<file path="src/rtl/spmv_lane_scheduler_if.sv">
// Bus bundle between the serial product stream, the lane scheduler and the
// reduction network. The master modport is the scheduler side; the slave
// modport is whatever feeds products in and drains lanes out.
interface spmv_lane_scheduler_if #(
    parameter int NETWORK_WIDTH = 6,
    parameter int IN_WIDTH      = 32,
    parameter int ID_WIDTH      = 5
);
    logic                     s_valid;
    logic                     s_ready;
    logic [ID_WIDTH-1:0]      s_id;
    logic [IN_WIDTH-1:0]      s_val;
    logic                     s_last;
    logic [NETWORK_WIDTH-1:0] m_valid;
    logic [ID_WIDTH-1:0]      m_id  [NETWORK_WIDTH];
    logic [IN_WIDTH-1:0]      m_val [NETWORK_WIDTH];
    logic [NETWORK_WIDTH-1:0] m_ready;
    logic                     busy;

    modport master (
        input  s_valid, s_id, s_val, s_last, m_ready,
        output s_ready, m_valid, m_id, m_val, busy
    );

    modport slave (
        output s_valid, s_id, s_val, s_last, m_ready,
        input  s_ready, m_valid, m_id, m_val, busy
    );
endinterface

</file>
<file path="src/rtl/spmv_lane_scheduler.sv">
// spmv_lane_scheduler: packs a serial stream of (row id, product) pairs into
// beats of NETWORK_WIDTH lanes for a reduction network. Products fill lanes
// in arrival order (lane 0 oldest); a beat is flushed when the last lane is
// written, when s_last is accepted, or (optionally) after TIMEOUT idle
// cycles with a partial beat. Each lane of a flushed beat retires
// independently on its own m_ready; the next beat starts once all are gone.
// Optional feature: define SPMV_SCHED_TIMEOUT_EN to enable the idle-timeout
// flush. Without it, partial beats wait for s_last or a full lane set.
module spmv_lane_scheduler #(
    parameter int NETWORK_WIDTH = 6,
    parameter int IN_WIDTH      = 32,
    parameter int ID_WIDTH      = 5,
    parameter int TIMEOUT       = 15
) (
    input  logic                  clk,
    input  logic                  rst_n,
    spmv_lane_scheduler_if.master bus
);
    localparam int CNT_W = $clog2(NETWORK_WIDTH + 1);

    typedef enum logic {
        FILL  = 1'b0,
        DRAIN = 1'b1
    } state_t;

    state_t                   state_q, state_d;
    logic [CNT_W-1:0]         cnt_q, cnt_d;
    logic [NETWORK_WIDTH-1:0] pend_q, pend_d;
    logic [ID_WIDTH-1:0]      id_q  [NETWORK_WIDTH];
    logic [IN_WIDTH-1:0]      val_q [NETWORK_WIDTH];

    logic             accept;
    logic             lane_full;
    logic             tmo_fire;
    logic [CNT_W-1:0] cnt_inc;

    // Mask with bits 0..n-1 set: the lanes that hold products of this beat.
    function automatic logic [NETWORK_WIDTH-1:0] low_mask(input logic [CNT_W-1:0] n);
        logic [NETWORK_WIDTH-1:0] m;
        for (int i = 0; i < NETWORK_WIDTH; i++) begin
            m[i] = (i < int'(n));
        end
        return m;
    endfunction

    assign accept    = bus.s_valid && (state_q == FILL);
    assign cnt_inc   = cnt_q + 1'b1;
    assign lane_full = (cnt_q == CNT_W'(NETWORK_WIDTH - 1));

`ifdef SPMV_SCHED_TIMEOUT_EN
    localparam int TMO_W = $clog2(TIMEOUT + 2);

    logic [TMO_W-1:0] tmo_q, tmo_d;

    // Count idle FILL cycles while a partial beat is waiting; fire at TIMEOUT.
    always_comb begin
        tmo_d    = '0;
        tmo_fire = 1'b0;
        if ((state_q == FILL) && !accept && (cnt_q != '0)) begin
            tmo_d = tmo_q + 1'b1;
            if (tmo_d == TMO_W'(TIMEOUT)) begin
                tmo_fire = 1'b1;
            end
        end
    end

    // Idle counter register; cleared on accept, empty buffer, DRAIN or fire.
    always_ff @(posedge clk or negedge rst_n) begin
        if (!rst_n) begin
            tmo_q <= '0;
        end else begin
            tmo_q <= tmo_fire ? '0 : tmo_d;
        end
    end
`else
    // No idle flush in this build. TIMEOUT is folded into a constant-false
    // term so the parameter keeps the same declaration in both builds.
    localparam bit TMO_NEVER = (TIMEOUT < 0) && 1'b0;

    assign tmo_fire = TMO_NEVER;
`endif

    // Next-state logic: fill lanes, decide when to flush, retire drained lanes.
    always_comb begin
        state_d = state_q;
        cnt_d   = cnt_q;
        pend_d  = pend_q;
        case (state_q)
            FILL: begin
                if (accept) begin
                    cnt_d = cnt_inc;
                    if (lane_full || bus.s_last) begin
                        state_d = DRAIN;
                        pend_d  = low_mask(cnt_inc);
                    end
                end else if (tmo_fire) begin
                    state_d = DRAIN;
                    pend_d  = low_mask(cnt_q);
                end
            end
            DRAIN: begin
                pend_d = pend_q & ~bus.m_ready;
                if (pend_d == '0) begin
                    state_d = FILL;
                    cnt_d   = '0;
                end
            end
            default: begin
                state_d = FILL;
                cnt_d   = '0;
                pend_d  = '0;
            end
        endcase
    end

    // Control state register.
    always_ff @(posedge clk or negedge rst_n) begin
        if (!rst_n) begin
            state_q <= FILL;
            cnt_q   <= '0;
            pend_q  <= '0;
        end else begin
            state_q <= state_d;
            cnt_q   <= cnt_d;
            pend_q  <= pend_d;
        end
    end

    // Lane payload registers; only the lane addressed by the fill count loads.
    always_ff @(posedge clk or negedge rst_n) begin
        if (!rst_n) begin
            for (int i = 0; i < NETWORK_WIDTH; i++) begin
                id_q[i]  <= '0;
                val_q[i] <= '0;
            end
        end else begin
            for (int i = 0; i < NETWORK_WIDTH; i++) begin
                if (accept && (cnt_q == CNT_W'(i))) begin
                    id_q[i]  <= bus.s_id;
                    val_q[i] <= bus.s_val;
                end
            end
        end
    end

    assign bus.s_ready = (state_q == FILL);
    assign bus.m_valid = (state_q == DRAIN) ? pend_q : '0;
    assign bus.busy    = (state_q == DRAIN) || (cnt_q != '0);

    for (genvar g = 0; g < NETWORK_WIDTH; g++) begin : g_lane_out
        assign bus.m_id[g]  = id_q[g];
        assign bus.m_val[g] = val_q[g];
    end
endmodule

</file>
<file path="src/flat_wrapper.sv">
// flat-port wrapper written by rule: the top's interface ports become plain ports
module spmv_lane_scheduler_flat 
#(
    parameter int NETWORK_WIDTH = 6,
    parameter int IN_WIDTH      = 32,
    parameter int ID_WIDTH      = 5,
    parameter int TIMEOUT       = 15
)
  (clk, rst_n, bus_s_valid, bus_s_id, bus_s_val, bus_s_last, bus_m_ready, bus_s_ready, bus_m_valid, bus_m_id, bus_m_val, bus_busy);
  spmv_lane_scheduler_if #(.NETWORK_WIDTH(NETWORK_WIDTH), .IN_WIDTH(IN_WIDTH), .ID_WIDTH(ID_WIDTH)) bus_i ();
  input  logic clk;
  input  logic rst_n;
  input wire logic [$bits(bus_i.s_valid)-1:0] bus_s_valid;
  input wire logic [$bits(bus_i.s_id)-1:0] bus_s_id;
  input wire logic [$bits(bus_i.s_val)-1:0] bus_s_val;
  input wire logic [$bits(bus_i.s_last)-1:0] bus_s_last;
  input wire logic [$bits(bus_i.m_ready)-1:0] bus_m_ready;
  output wire logic [$bits(bus_i.s_ready)-1:0] bus_s_ready;
  output wire logic [$bits(bus_i.m_valid)-1:0] bus_m_valid;
  output wire logic [$bits(bus_i.m_id)-1:0] bus_m_id;
  output wire logic [$bits(bus_i.m_val)-1:0] bus_m_val;
  output wire logic [$bits(bus_i.busy)-1:0] bus_busy;
  assign bus_i.s_valid = bus_s_valid;
  assign bus_i.s_id = bus_s_id;
  assign bus_i.s_val = bus_s_val;
  assign bus_i.s_last = bus_s_last;
  assign bus_i.m_ready = bus_m_ready;
  assign bus_s_ready = bus_i.s_ready;
  assign bus_m_valid = bus_i.m_valid;
  assign bus_m_id = {>>{bus_i.m_id}};
  assign bus_m_val = {>>{bus_i.m_val}};
  assign bus_busy = bus_i.busy;
  spmv_lane_scheduler #(.NETWORK_WIDTH(NETWORK_WIDTH), .IN_WIDTH(IN_WIDTH), .ID_WIDTH(ID_WIDTH), .TIMEOUT(TIMEOUT)) u_core (.clk(clk), .rst_n(rst_n), .bus(bus_i));
endmodule
</file>
<file path="config.mk">
export PLATFORM = sky130hd
export DESIGN_NAME = spmv_lane_scheduler_flat
export DESIGN_NICKNAME = d
export VERILOG_FILES = /design/src/rtl/spmv_lane_scheduler_if.sv /design/src/rtl/spmv_lane_scheduler.sv /design/src/flat_wrapper.sv
export SDC_FILE = /design/constraint.sdc
export NUM_CORES = 1
export LEC_CHECK = 0
export ABC_AREA = 1
export CAP_MARGIN = 40
export CORE_ASPECT_RATIO = 0.5
export CORE_MARGIN = 3
export CORE_UTILIZATION = 51
export DETAILED_ROUTE_END_ITERATION = 7
export PLACE_DENSITY = 0.94
export SYNTH_ARGS = -nofsm -noshare
export SYNTH_HDL_FRONTEND = slang
export SYNTH_SLANG_ARGS = --single-unit
export TNS_END_PERCENT = 1
</file>
<file path="constraint.sdc">
create_clock -name clk -period 3.5 [get_ports clk]
set_input_delay 0.525 -clock clk [delete_from_list [all_inputs] [get_ports clk]]
set_output_delay 0.525 -clock clk [all_outputs]
set_load 0.01 [all_outputs]
</file>
; Yosys cells after proc, flatten, opt, wreduce, memory -nomap -nowiden
; Cells that the tools add are included.
[word_totals]
ff_bits = 232
in_bits = 47
out_inout_bits = 230
word_cells = 58
[classes]
n_reduce_logical = 14
magnitude_cmp = 6
add_sub_neg = 1
n_eq_ne = 8
bitwise = 3
n_mux = 11
[op_table]
columns = op, count
row1 = 6-bit 2-to-1 mux, 3
row2 = 6-bit case mux with 2 select lines, 1
row3 = 1-bit logical AND, 7
row4 = 6-bit bitwise AND, 1
row5 = "3-bit by 2-bit equality test with 1-bit output, second input constant", 2
row6 = "3-bit equality test, second input constant", 2
row7 = 6-bit zero test, 1
row8 = "1-bit by 3-bit < comparator with 1-bit output, first input constant", 2
row9 = "2-bit by 3-bit < comparator with 1-bit output, first input constant", 2
row10 = "3-bit < comparator, first input constant", 2
row11 = 3-bit 2-to-1 mux, 2
row12 = 6-bit NOT, 1
row13 = 3-bit case mux with 2 select lines, 1
row14 = "2-bit by 1-bit inequality test with 1-bit output, second input constant", 2
row15 = 2-bit AND reduction, 2
row16 = "3-bit by 1-bit adder with 3-bit output, second input constant", 1
row17 = "3-bit by 1-bit equality test with 1-bit output, second input constant", 1
row18 = 3-bit zero test, 1
row19 = 1-bit 2-to-1 mux, 3
row20 = 3-bit nonzero test, 1
row21 = 1-bit logical OR, 2
row22 = "2-bit inequality test, second input constant", 1
row23 = 1-bit case mux with 2 select lines, 1
row24 = 1-bit NOT, 1

; Longest topological paths before layout
; Gate-level depths: netlist of the first run.
[logic_depth]
word_depth = 5
mapped_depth = 9

; Worst setup path before layout of the first run
; Ideal clock, no wire load.
[synth_path]
path_kind = flip-flop to output port
startpoint = register u_core.cnt_q[0]
endpoint = output bus_busy
arrival_ns = 0.989
setup_slack_ns = 1.986
stages_incl_launch_ff = 6
required_time_ns = 2.975
path_buffers = 0
cell_sequence = dfrtp_1 -> inv_1 -> ha_1 -> inv_1 -> nor2_1 -> nand2_1
[synth_between]
elab_chain_len = 2
[synth_lines]
columns = element, line_no
row1 = "start, declared", spmv_lane_scheduler.sv:27  ; logic [CNT_W-1:0] cnt_q, cnt_d;
row2 = "start signal, assigned", spmv_lane_scheduler.sv:124  ; cnt_q <= cnt_d;
row3 = 3-bit nonzero test, spmv_lane_scheduler.sv:148  ; assign bus.busy = (state_q == DRAIN) || (cnt_q != '0);
row4 = 1-bit logical OR, spmv_lane_scheduler.sv:148
row5 = "end, declared", flat_wrapper.sv:22  ; output wire logic [$bits(bus_i.busy)-1:0] bus_busy;
; No other way between the ends.

; Worst setup path in the final report of the first run
; Same ends and word-level chain as after synthesis.

==> flow_summary_export.csv, run 1 <==
group,metric,value,unit
min_path,hold_class,"primary input to asynchronous set/reset pin",
synth,netlist_instances,861,
critical_path,crit_chain,"inv_1 -> ha_1 -> inv_1 -> nor2_1 -> nand2_1 -> clkdlybuf4s50_1",
placed_design,gp_congestion,0.823,
power,p_leak,5.87,nW
route,drtIter0Drc,594,
timing,min_period,2.63,ns
timing,slew_headroom,0.504,
power,p_per_area,982,nW/um^2
final_layout,final_nets,1173,
clock_tree,clk_latency,0.50,ns
floorplan,core_area,17000,sq um
grt,grt_max_degree,99,
final_layout,drive_gt1_frac,0.117,
route,via_per_inst,5.40,
timing,fin_setup_tns,0,ns
grt,grt_usage,0.272,
final_layout,ff_latch_area,5810,sq um
clock_tree,path_clk_slew,0.07,ns
timing,whs,0.0765,ns
timing,rsz0062_at_grt,"false",
grt,overflow,0,
critical_path,r2r-end,"u_core.bus.m_val[174]$_DFFE_PN0P_",
clock_tree,hold_buffers,0,
timing,max_freq,0.380,GHz
clock_tree,cts_max_path_buffers,3,
clock_tree,cts_tree,"yes",
clock_tree,post_cts_resized,0,
synth,synthesis.area,9170,sq um
timing,slew_violations,0,
final_layout,multi_input_area,2670,sq um
floorplan,dieArea,19700,sq um
synth,synth_seq_area_share,0.633,
outcome,status,"complete, no violations",
critical_path,worst-path-stages,6,
critical_path,cp_max_fo,6,
final_layout,diodes,0,
critical_path,criticalPathCategory,"flop to primary output",
final_layout,fillCellCount,1090,
critical_path,reg2reg_from,"u_core.cnt_q[0]$_DFFE_PN0P_",
route,drc,0,
critical_path,crit_family,"buffers and inverters",
timing,finClkSkew,0.0206,ns
placed_design,hpwl,18.3,mm
critical_path,slowest_stage,"clkdlybuf4s50_1",
floorplan,ios,277,
route,ant_nets,0,
clock_tree,post_cts_buffers,0,
floorplan,die_h,101,um
critical_path,crit_arrival,2.11,ns
synth,syn_avg_cell_area,10.6,sq um
timing,period_share,0.752,
route,finalWirelength,27.1,mm
route,drt_pass1_iterations,5,
clock_tree,cts_num_sinks,232,
final_layout,fin_util,0.740,
synth,ys_warn_count,0,
floorplan,start_util,0.540,
route,vias,7351,
critical_path,cpMostUsedCell,"inv_1",
synth,ys_ff_latch,232,
job,maxCapViolations,0,
clock_tree,cts.htree.levels,1,
final_layout,syn2layout_area_growth,37.1,%
timing,finalHoldViolCount,0,
grt,grt_first_pass_wirelength,42.5,mm
grt,antenna_found_initial,0,
grt,grt_pass1_vias,7547,
clock_tree,cts_buffers,21,
critical_path,path_buf_inv,3,
timing,finalSetupViolCount,0,
critical_path,reg2reg_depth,7,
synth,syn_nets,913,
clock_tree,clock-root-buffer,"clkbuf_16",
critical_path,reg2reg_setup_slack,1.36,ns
timing,worst_pin_slew,0.744,ns
floorplan,rows,33,
critical_path,worstPathRequired,2.97,ns
route,wl_per_cell,19.9,um
power,vdd_drop_max,0.521,mV
placed_design,port_buffers,276,
floorplan,die_w,196,um
critical_path,cp-end-kind,"primary output",
synth,yosys.cell_types.count,20,
critical_path,worstSetupStartpointType,"flop",
critical_path,crit_path_max_incr_delay,0.50,ns
cells in the mapped netlist, drive strengths merged:
cell type,instances,share of area
a21oi,2,0.0011
o21ai,226,0.16
dfrtp,232,0.63
buf,46,0.052
nand3,12,0.0087
nand2,263,0.11
o211ai,1,0.00082
ha,5,0.0068
clkbuf,4,0.0016
nor2,9,0.0055
o22ai,1,0.00068
inv,59,0.024
nand4,1,0.00068
sequential cells by signal (all words and copies together) (netlist names):
register / count
u_core.bus.m_val: 192
u_core.state_q: 1
u_core.bus.m_id: 30
u_core.pend_q: 6
u_core.cnt_q: 3
worst max-delay path by stage:
| stage | from | endpoint | slack (ns) |
|---|---|---|---|
| floorplan | u_core.cnt_q[0]$_DFFE_PN0P_ | bus_busy | 1.99 |
| global placement | bus_s_valid | u_core.bus.m_val[96]$_DFFE_PN0P_ | 0.96 |
| detailed placement | bus_s_valid | u_core.bus.m_val[3]$_DFFE_PN0P_ | 0.98 |
| CTS | u_core.cnt_q[0]$_DFFE_PN0P_ | bus_busy | 0.83 |
| global route | u_core.cnt_q[0]$_DFFE_PN0P_ | bus_busy | 0.77 |
| finish | u_core.cnt_q[0]$_DFFE_PN0P_ | bus_busy | 0.87 |
layout by cell type, fill, tap and decap left out, types with 21 or more instances in the layout:
| cell type | synthesis | layout |
|---|---|---|
| o21ai_0 | 64 | 64 |
| inv_1 | 57 | 57 |
| dfrtp_1 | 232 | 232 |
| o21ai_2 | 79 | 79 |
| clkdlybuf4s50_1 | 0 | 275 |
| nand2_1 | 261 | 261 |
| o21ai_1 | 83 | 83 |
| clkbuf_16 | 0 | 21 |
worst reg2reg max path, stage by stage (launching register included):
cell     delay, ns
dfrtp_1       0.39
inv_1         0.13
ha_1          0.26
inv_1         0.06
nor2_1        0.06
nand2_2       0.23
buf_4         0.58
o21ai_0       0.28
stage by stage:
stage / setup WS (ns) / cell area (sq um) / total power [mW] / cells
2_1_floorplan: 1.99 / 9170 / 6.87 / 861
3_3_place_gp: 0.960 / 11800 / 9.63 / 1324
3_5_place_dp: 0.977 / 11900 / 9.93 / 1325
4_1_cts: 0.832 / 12600 / 12.4 / 1361
5_1_grt: 0.775 / 12600 / 13.0 / 1361
6_report: 0.867 / 12600 / 12.3 / 1361
where the power goes:
part           total, mW  switching [mW]  leakage (nW)  internal [mW]
combinational       5.32            2.59          2.54           2.73
sequential          4.67           0.796          2.99           3.87
clock               2.35           0.998         0.342           1.36
final cells by class:
type                    instances  area share
clock buffers                  29      0.0482
clock inverters                 7     0.00697
inverters                      59      0.0176
multi-input cells             520       0.212
flip-flops and latches        232       0.462
well taps                     227      0.0226
repair buffers                287       0.230
cells by family (layout without fill, tap and decap cells):
family	after synthesis	in the layout	share of synthesized area
simple gates	285	285	0.123
buf+inv	109	382	0.0782
flops	232	232	0.633
compound gates	230	230	0.158
fa+ha+maj	5	5	0.00683
metal layers:
metal | vias up | track usage | share of wire
met2 | 328 | 0.482 | 0.51
li1 | 3299 | - | -
met4 | 0 | 0.113 | 0.047
met3 | 100 | 0.0401 | 0.056
met1 | 3624 | 0.343 | 0.39
met5 | - | 0 | 0
Note: power is estimated with default switching activity, not from simulation.
==> run 2: changes to the inputs <==
CORE_UTILIZATION = 47   (was 51)
PLACE_DENSITY = 0.88   (was 0.94)
clock period = 2.7 ns   (was 3.5 ns; I/O delays follow)
==> run 2 against run 1 <==
Global-route usage is 3.1 points lower. Power increased by 29%. Via count down 0.91%. Final area up 1.3%. Register-to-register slack lost 0.64 ns. Hold slack gained 0.35 ns. Combinational power grew 30%. Sequential share of layout area is 0.61 points lower. Count of clock-buffer cells in the layout up 1. Largest cell class unchanged.
==> flow_summary_export.csv, run 2 (synthesized netlist as in run 1, its figures left out) <==
group,metric,value,unit
timing,fin_ws,0.166,ns
clock_tree,cts_buffers,21,
route,wl_per_cell,18.7,um
critical_path,criticalPathCategory,"flop to primary output",
placed_design,gp_congestion,0.853,
timing,finalHoldViolCount,0,
power,vdd_drop_max,0.544,mV
final_layout,fillCellCount,1329,
grt,antenna_found_initial,0,
final_layout,final_cell_area,12700,sq um
route,ant_nets,0,
clock_tree,cts.htree.levels,1,
timing,slew_headroom,0.660,
clock_tree,path_clk_slew,0.07,ns
grt,grt_first_pass_wirelength,41.2,mm
critical_path,cpMostUsedCell,"inv_1",
power,p_leak,5.93,nW
critical_path,worstSetupStartpointType,"flop",
power,seq_power_share,0.376,
power,swShare,0.349,
critical_path,r2r-end,"u_core.bus.m_id[27]$_DFFE_PN0P_",
final_layout,largest_reg_flops,192,
floorplan,dieArea,21300,sq um
timing,period_share,0.938,
critical_path,worstPathRequired,2.30,ns
final_layout,fin_util,0.679,
grt,grt_pass1_vias,7446,
placed_design,hpwl,17.6,mm
timing,slew_violations,0,
timing,fin_setup_tns,0,ns
critical_path,crit_chain,"inv_1 -> ha_1 -> inv_1 -> nor2_1 -> nand2_1 -> clkdlybuf4s50_1",
final_layout,mostFrequentLayoutCells,"clkdlybuf4s50_1 (275), nand2_1 (261), dfrtp_1 (232)",
timing,worst_pin_slew,0.511,ns
final_layout,final_common_cell,"clkdlybuf4s50_1",
timing,finClkSkew,0.00963,ns
critical_path,reg2reg_depth,8,
final_layout,diodes,0,
placed_design,place_area,12000,sq um
critical_path,crit_family,"buffers and inverters",
placed_design,pre_cts_ws,0.508,ns
route,drc,0,
power,p_per_area,1250,nW/um^2
timing,rsz0062_at_grt,"false",
timing,max_freq,0.395,GHz
floorplan,die_h,105,um
grt,overflow,0,
min_path,hold_class,"primary input to asynchronous set/reset pin",
timing,min_period,2.53,ns
route,finalWirelength,26.1,mm
floorplan,die_w,203,um
placed_design,port_buffers,276,
final_layout,drive_gt1_frac,0.119,
route,drt_pass1_iterations,6,
floorplan,ios,277,
floorplan,core_area,18700,sq um
clock_tree,cts_tree,"yes",
critical_path,crit_arrival,2.13,ns
job,maxCapViolations,0,
final_layout,syn2layout_area_growth,38.9,%
critical_path,path_buf_inv,3,
outcome,status,"complete, no violations",
critical_path,cp-end-kind,"primary output",
timing,finalSetupViolCount,0,
grt,grt_usage,0.242,
power,intPower,10.4,mW
final_layout,final_cell_count_no_fill,1396,
power,total_power,16.0,mW
clock_tree,clock-root-buffer,"clkbuf_16",
route,via_per_inst,5.22,
clock_tree,cts_max_path_buffers,3,
route,drtIter0Drc,591,
power,power_frac_clock,0.192,
clock_tree,post_cts_resized,0,
floorplan,rows,35,
power,switchingPower,5.58,mW
critical_path,cp_max_fo,6,
final_layout,final_nets,1175,
critical_path,reg2reg_from,"u_core.cnt_q[0]$_DFFE_PN0P_",
clock_tree,cts_num_sinks,232,
placed_design,dp.cells,1358,
critical_path,slowest_stage,"clkdlybuf4s50_1",
grt,grt_max_degree,75,
power,combinationalPowerShare,0.432,
clock_tree,clk_latency,0.49,ns
critical_path,crit_path_max_incr_delay,0.50,ns
route,vias,7284,
floorplan,start_util,0.489,
timing,whs,0.430,ns
critical_path,reg2reg_setup_slack,0.72,ns
==> run 2: changes by cell type in the layout (fill, tap and decap cells not counted) <==
cell           previous run  this run
nand3_2                   1         0
buf_16                    1         0
nand3_4                   3         4
clkinvlp_4                1         0
dlygate4sd3_1             0         1
clkinv_2                  4         5
clkbuf_8                  5         6
buf_4                     8         1
buf_12                    2        11
==> run 2: cell type report <==
cell class              count  area [sq um]  share of cell area
clock buffers              30           619              0.0486
clock inverters             7          85.1             0.00668
inverters                  59           221              0.0174
multi-input cells         520          2670               0.210
flip-flops and latches    232          5810               0.456
well taps                 259           324              0.0254
repair buffers            289          3010               0.236
==> run 2: repair_timing <==
action	4_1_cts	5_1_grt
hold endpoints to repair	50	0
setup buffers	0	0
hold buffers	1	0
==> run 2: per-layer routing <==
| layer | track usage | vias up | share of wire |
|---|---|---|---|
| li1 | - | 3326 | - |
| met1 | 0.289 | 3638 | 0.39 |
| met2 | 0.435 | 234 | 0.52 |
| met3 | 0.0358 | 86 | 0.044 |
| met4 | 0.109 | 0 | 0.050 |
| met5 | 0 | - | 0 |
==> run 2: worst max path at each step <==
| stage | startpoint | endpoint | cells after the start |
|---|---|---|---|
| after floorplan | u_core.cnt_q[0]$_DFFE_PN0P_ | u_core.bus.m_id[27]$_DFFE_PN0P_ | 9 |
| after global placement | bus_s_valid | u_core.bus.m_id[4]$_DFFE_PN0P_ | 7 |
| after detailed placement | bus_s_valid | u_core.bus.m_val[53]$_DFFE_PN0P_ | 7 |
| after CTS | u_core.cnt_q[0]$_DFFE_PN0P_ | bus_busy | 6 |
| after global routing | u_core.cnt_q[0]$_DFFE_PN0P_ | bus_busy | 6 |
| final | u_core.cnt_q[0]$_DFFE_PN0P_ | bus_busy | 6 |
==> run 2: power groups by stage <==
stage	Combinational [mW]	Clock [mW]	Sequential, mW
after floorplan	2.35	0	6.56
after global placement	6.64	0	5.93
after detailed placement	6.88	0	6.00
after CTS	6.99	3.11	5.99
after global routing	7.39	3.26	6.17
final	6.90	3.06	6.01
==> run 3: changes to the inputs <==
CORE_UTILIZATION = 42   (was 47)
PLACE_DENSITY = 0.81   (was 0.88)
==> run 3 against run 2 <==
Final area hardly changed. Die area up 11%. Hold slack worse by 0.0090 ns. Power decreased by 0.98%. Sequential power shrank 0.7%. Critical path type unchanged. Routed wire length is 2.7% lower. Maximum frequency grew 0.76%. Via count decreased by 4.1%. Core utilization down 7.2 points.
==> flow_summary_export.csv, run 3 (synthesized netlist as in run 1, its figures left out) <==
group,metric,value,unit
route,via_per_inst,4.87,
clock_tree,cts_max_path_buffers,3,
placed_design,port_buffers,276,
critical_path,cp-end-kind,"primary output",
timing,max_freq,0.398,GHz
critical_path,worstSetupStartpointType,"flop",
critical_path,cp_max_fo,6,
route,drt_pass1_iterations,6,
power,vdd_drop_max,0.560,mV
route,drc,0,
final_layout,ff_latch_area,5810,sq um
final_layout,final_common_cell,"clkdlybuf4s50_1",
critical_path,reg2reg_from,"u_core.cnt_q[0]$_DFFE_PN0P_",
timing,min_period,2.51,ns
floorplan,core_area,21000,sq um
placed_design,gp_congestion,0.829,
final_layout,fillCellCount,1693,
grt,antenna_found_initial,0,
timing,rsz0062_at_grt,"false",
final_layout,multi_input_area,2670,sq um
timing,slew_violations,0,
floorplan,ios,277,
power,total_power,15.8,mW
clock_tree,path_clk_slew,0.07,ns
clock_tree,clk_latency,0.50,ns
critical_path,reg2reg_setup_slack,0.79,ns
power,power_frac_clock,0.191,
power,seq_power_share,0.378,
power,p_leak,5.90,nW
route,drtIter0Drc,507,
job,maxCapViolations,0,
route,ant_nets,0,
route,finalWirelength,25.4,mm
final_layout,final_cell_area,12700,sq um
timing,fin_setup_tns,0,ns
power,switchingPower,5.54,mW
grt,grt_max_degree,75,
floorplan,die_w,215,um
floorplan,start_util,0.437,
route,vias,6982,
final_layout,largest_reg_flops,192,
power,swShare,0.350,
critical_path,reg2reg_depth,8,
timing,finalSetupViolCount,0,
critical_path,r2r-end,"u_core.bus.m_id[27]$_DFFE_PN0P_",
floorplan,rows,37,
critical_path,criticalPathCategory,"flop to primary output",
route,wl_per_cell,17.7,um
final_layout,diodes,0,
critical_path,cp-startpoint,"u_core.cnt_q[0]$_DFFE_PN0P_",
final_layout,final_nets,1178,
grt,grt_first_pass_wirelength,40.7,mm
clock_tree,cts_num_sinks,232,
min_path,hold_class,"primary input to asynchronous set/reset pin",
timing,finClkSkew,0.0108,ns
clock_tree,clock-root-buffer,"clkbuf_16",
grt,grt_usage,0.213,
critical_path,crit_arrival,2.11,ns
clock_tree,cts_buffers,22,
final_layout,mostFrequentLayoutCells,"clkdlybuf4s50_1 (275), nand2_1 (261), dfrtp_1 (232)",
critical_path,worstPathRequired,2.30,ns
timing,slew_headroom,0.617,
clock_tree,cts_tree,"yes",
final_layout,syn2layout_area_growth,39.1,%
clock_tree,cts.htree.levels,1,
placed_design,hpwl,17.7,mm
grt,overflow,0,
critical_path,crit_end,"bus_busy",
floorplan,die_h,110,um
placed_design,place_area,12000,sq um
power,combinationalPowerShare,0.431,
power,p_per_area,1240,nW/um^2
timing,period_share,0.931,
power,intPower,10.3,mW
final_layout,drive_gt1_frac,0.121,
timing,finalHoldViolCount,0,
outcome,status,"complete, no violations",
timing,worst_pin_slew,0.574,ns
grt,grt_pass1_vias,7170,
floorplan,dieArea,23700,sq um
==> run 3: cell count changes in the layout (fill, tap and decap cells not counted) <==
| cell | before | now |
|---|---|---|
| clkbuf_8 | 6 | 4 |
| clkinv_2 | 5 | 2 |
| clkbuf_1 | 3 | 6 |
| clkinv_8 | 0 | 1 |
| clkinvlp_4 | 0 | 3 |
| clkbuf_16 | 21 | 23 |
| inv_1 | 57 | 56 |
| clkinv_4 | 0 | 1 |
| buf_4 | 1 | 7 |
| inv_2 | 2 | 3 |
| buf_12 | 11 | 7 |
| bufinv_16 | 2 | 0 |
==> run 3: per-stage QoR <==
step / hold slack [ns] / cells / utilization / worst slack, ns
after global placement: 0.396 / 1393 / 0.573 / 0.570
after global routing: 0.492 / 1434 / 0.608 / 0.0797
after detailed placement: 0.405 / 1393 / 0.573 / 0.498
after floorplan: 0.109 / 861 / - / 1.25
after CTS: 0.458 / 1434 / 0.608 / 0.0835
final: 0.421 / 1434 / 0.608 / 0.185
==> run 3: cell type report <==
cell class                 count  area share
clock buffer                  33      0.0512
inverter                      59      0.0174
multi-input combinational    520       0.210
sequential                   232       0.455
tap                          292      0.0287
timing repair buffer         291       0.233
clock inverter                 7     0.00452
==> run 3: timing repair <==
action | in CTS | in global routing
buffers inserted | 0 | 0
endpoints found under the hold margin | 65 | 0
hold buffers | 1 | 0
resized for setup | 0 | 1
endpoints found under the setup margin | 0 | 1
==> run 3: worst min-delay path by stage <==
| stage | endpoint | depth (start not counted) | start |
|---|---|---|---|
| 3_3_place_gp | u_core.bus.m_val[173]$_DFFE_PN0P_ | 1 | rst_n |
| 2_1_floorplan | u_core.bus.m_id[0]$_DFFE_PN0P_ | 0 | rst_n |
| 4_1_cts | u_core.bus.m_val[141]$_DFFE_PN0P_ | 2 | rst_n |
| 3_5_place_dp | u_core.bus.m_val[141]$_DFFE_PN0P_ | 1 | rst_n |
| 5_1_grt | u_core.bus.m_val[141]$_DFFE_PN0P_ | 2 | rst_n |
| 6_report | u_core.bus.m_val[141]$_DFFE_PN0P_ | 2 | rst_n |
==> run 3: worst max-delay path, stage by stage, from the launching register on <==
cell and delay [ns]:
dfrtp_1 0.43, inv_2 0.13, ha_1 0.23, inv_1 0.05, nor2_1 0.20, nand2_1 0.08
clkdlybuf4s50_1 0.49
==> run 3: power groups by stage <==
stage | Clock [mW] | Combinational, mW | Sequential, mW
CTS | 3.09 | 6.91 | 5.96
detailed placement | 0 | 6.87 | 5.99
global route | 3.22 | 7.34 | 6.15
floorplan | 0 | 2.35 | 6.56
finish | 3.02 | 6.82 | 5.97
global placement | 0 | 6.68 | 5.92
==> run 3: metal layers <==
layer  GRT usage  vias to the layer above  share of wire
met4      0.0536                        0          0.027
met1       0.269                     3447           0.41
met2       0.385                      161           0.53
met3      0.0294                       43          0.032
met5           0                        -              0
li1            -                     3331              -
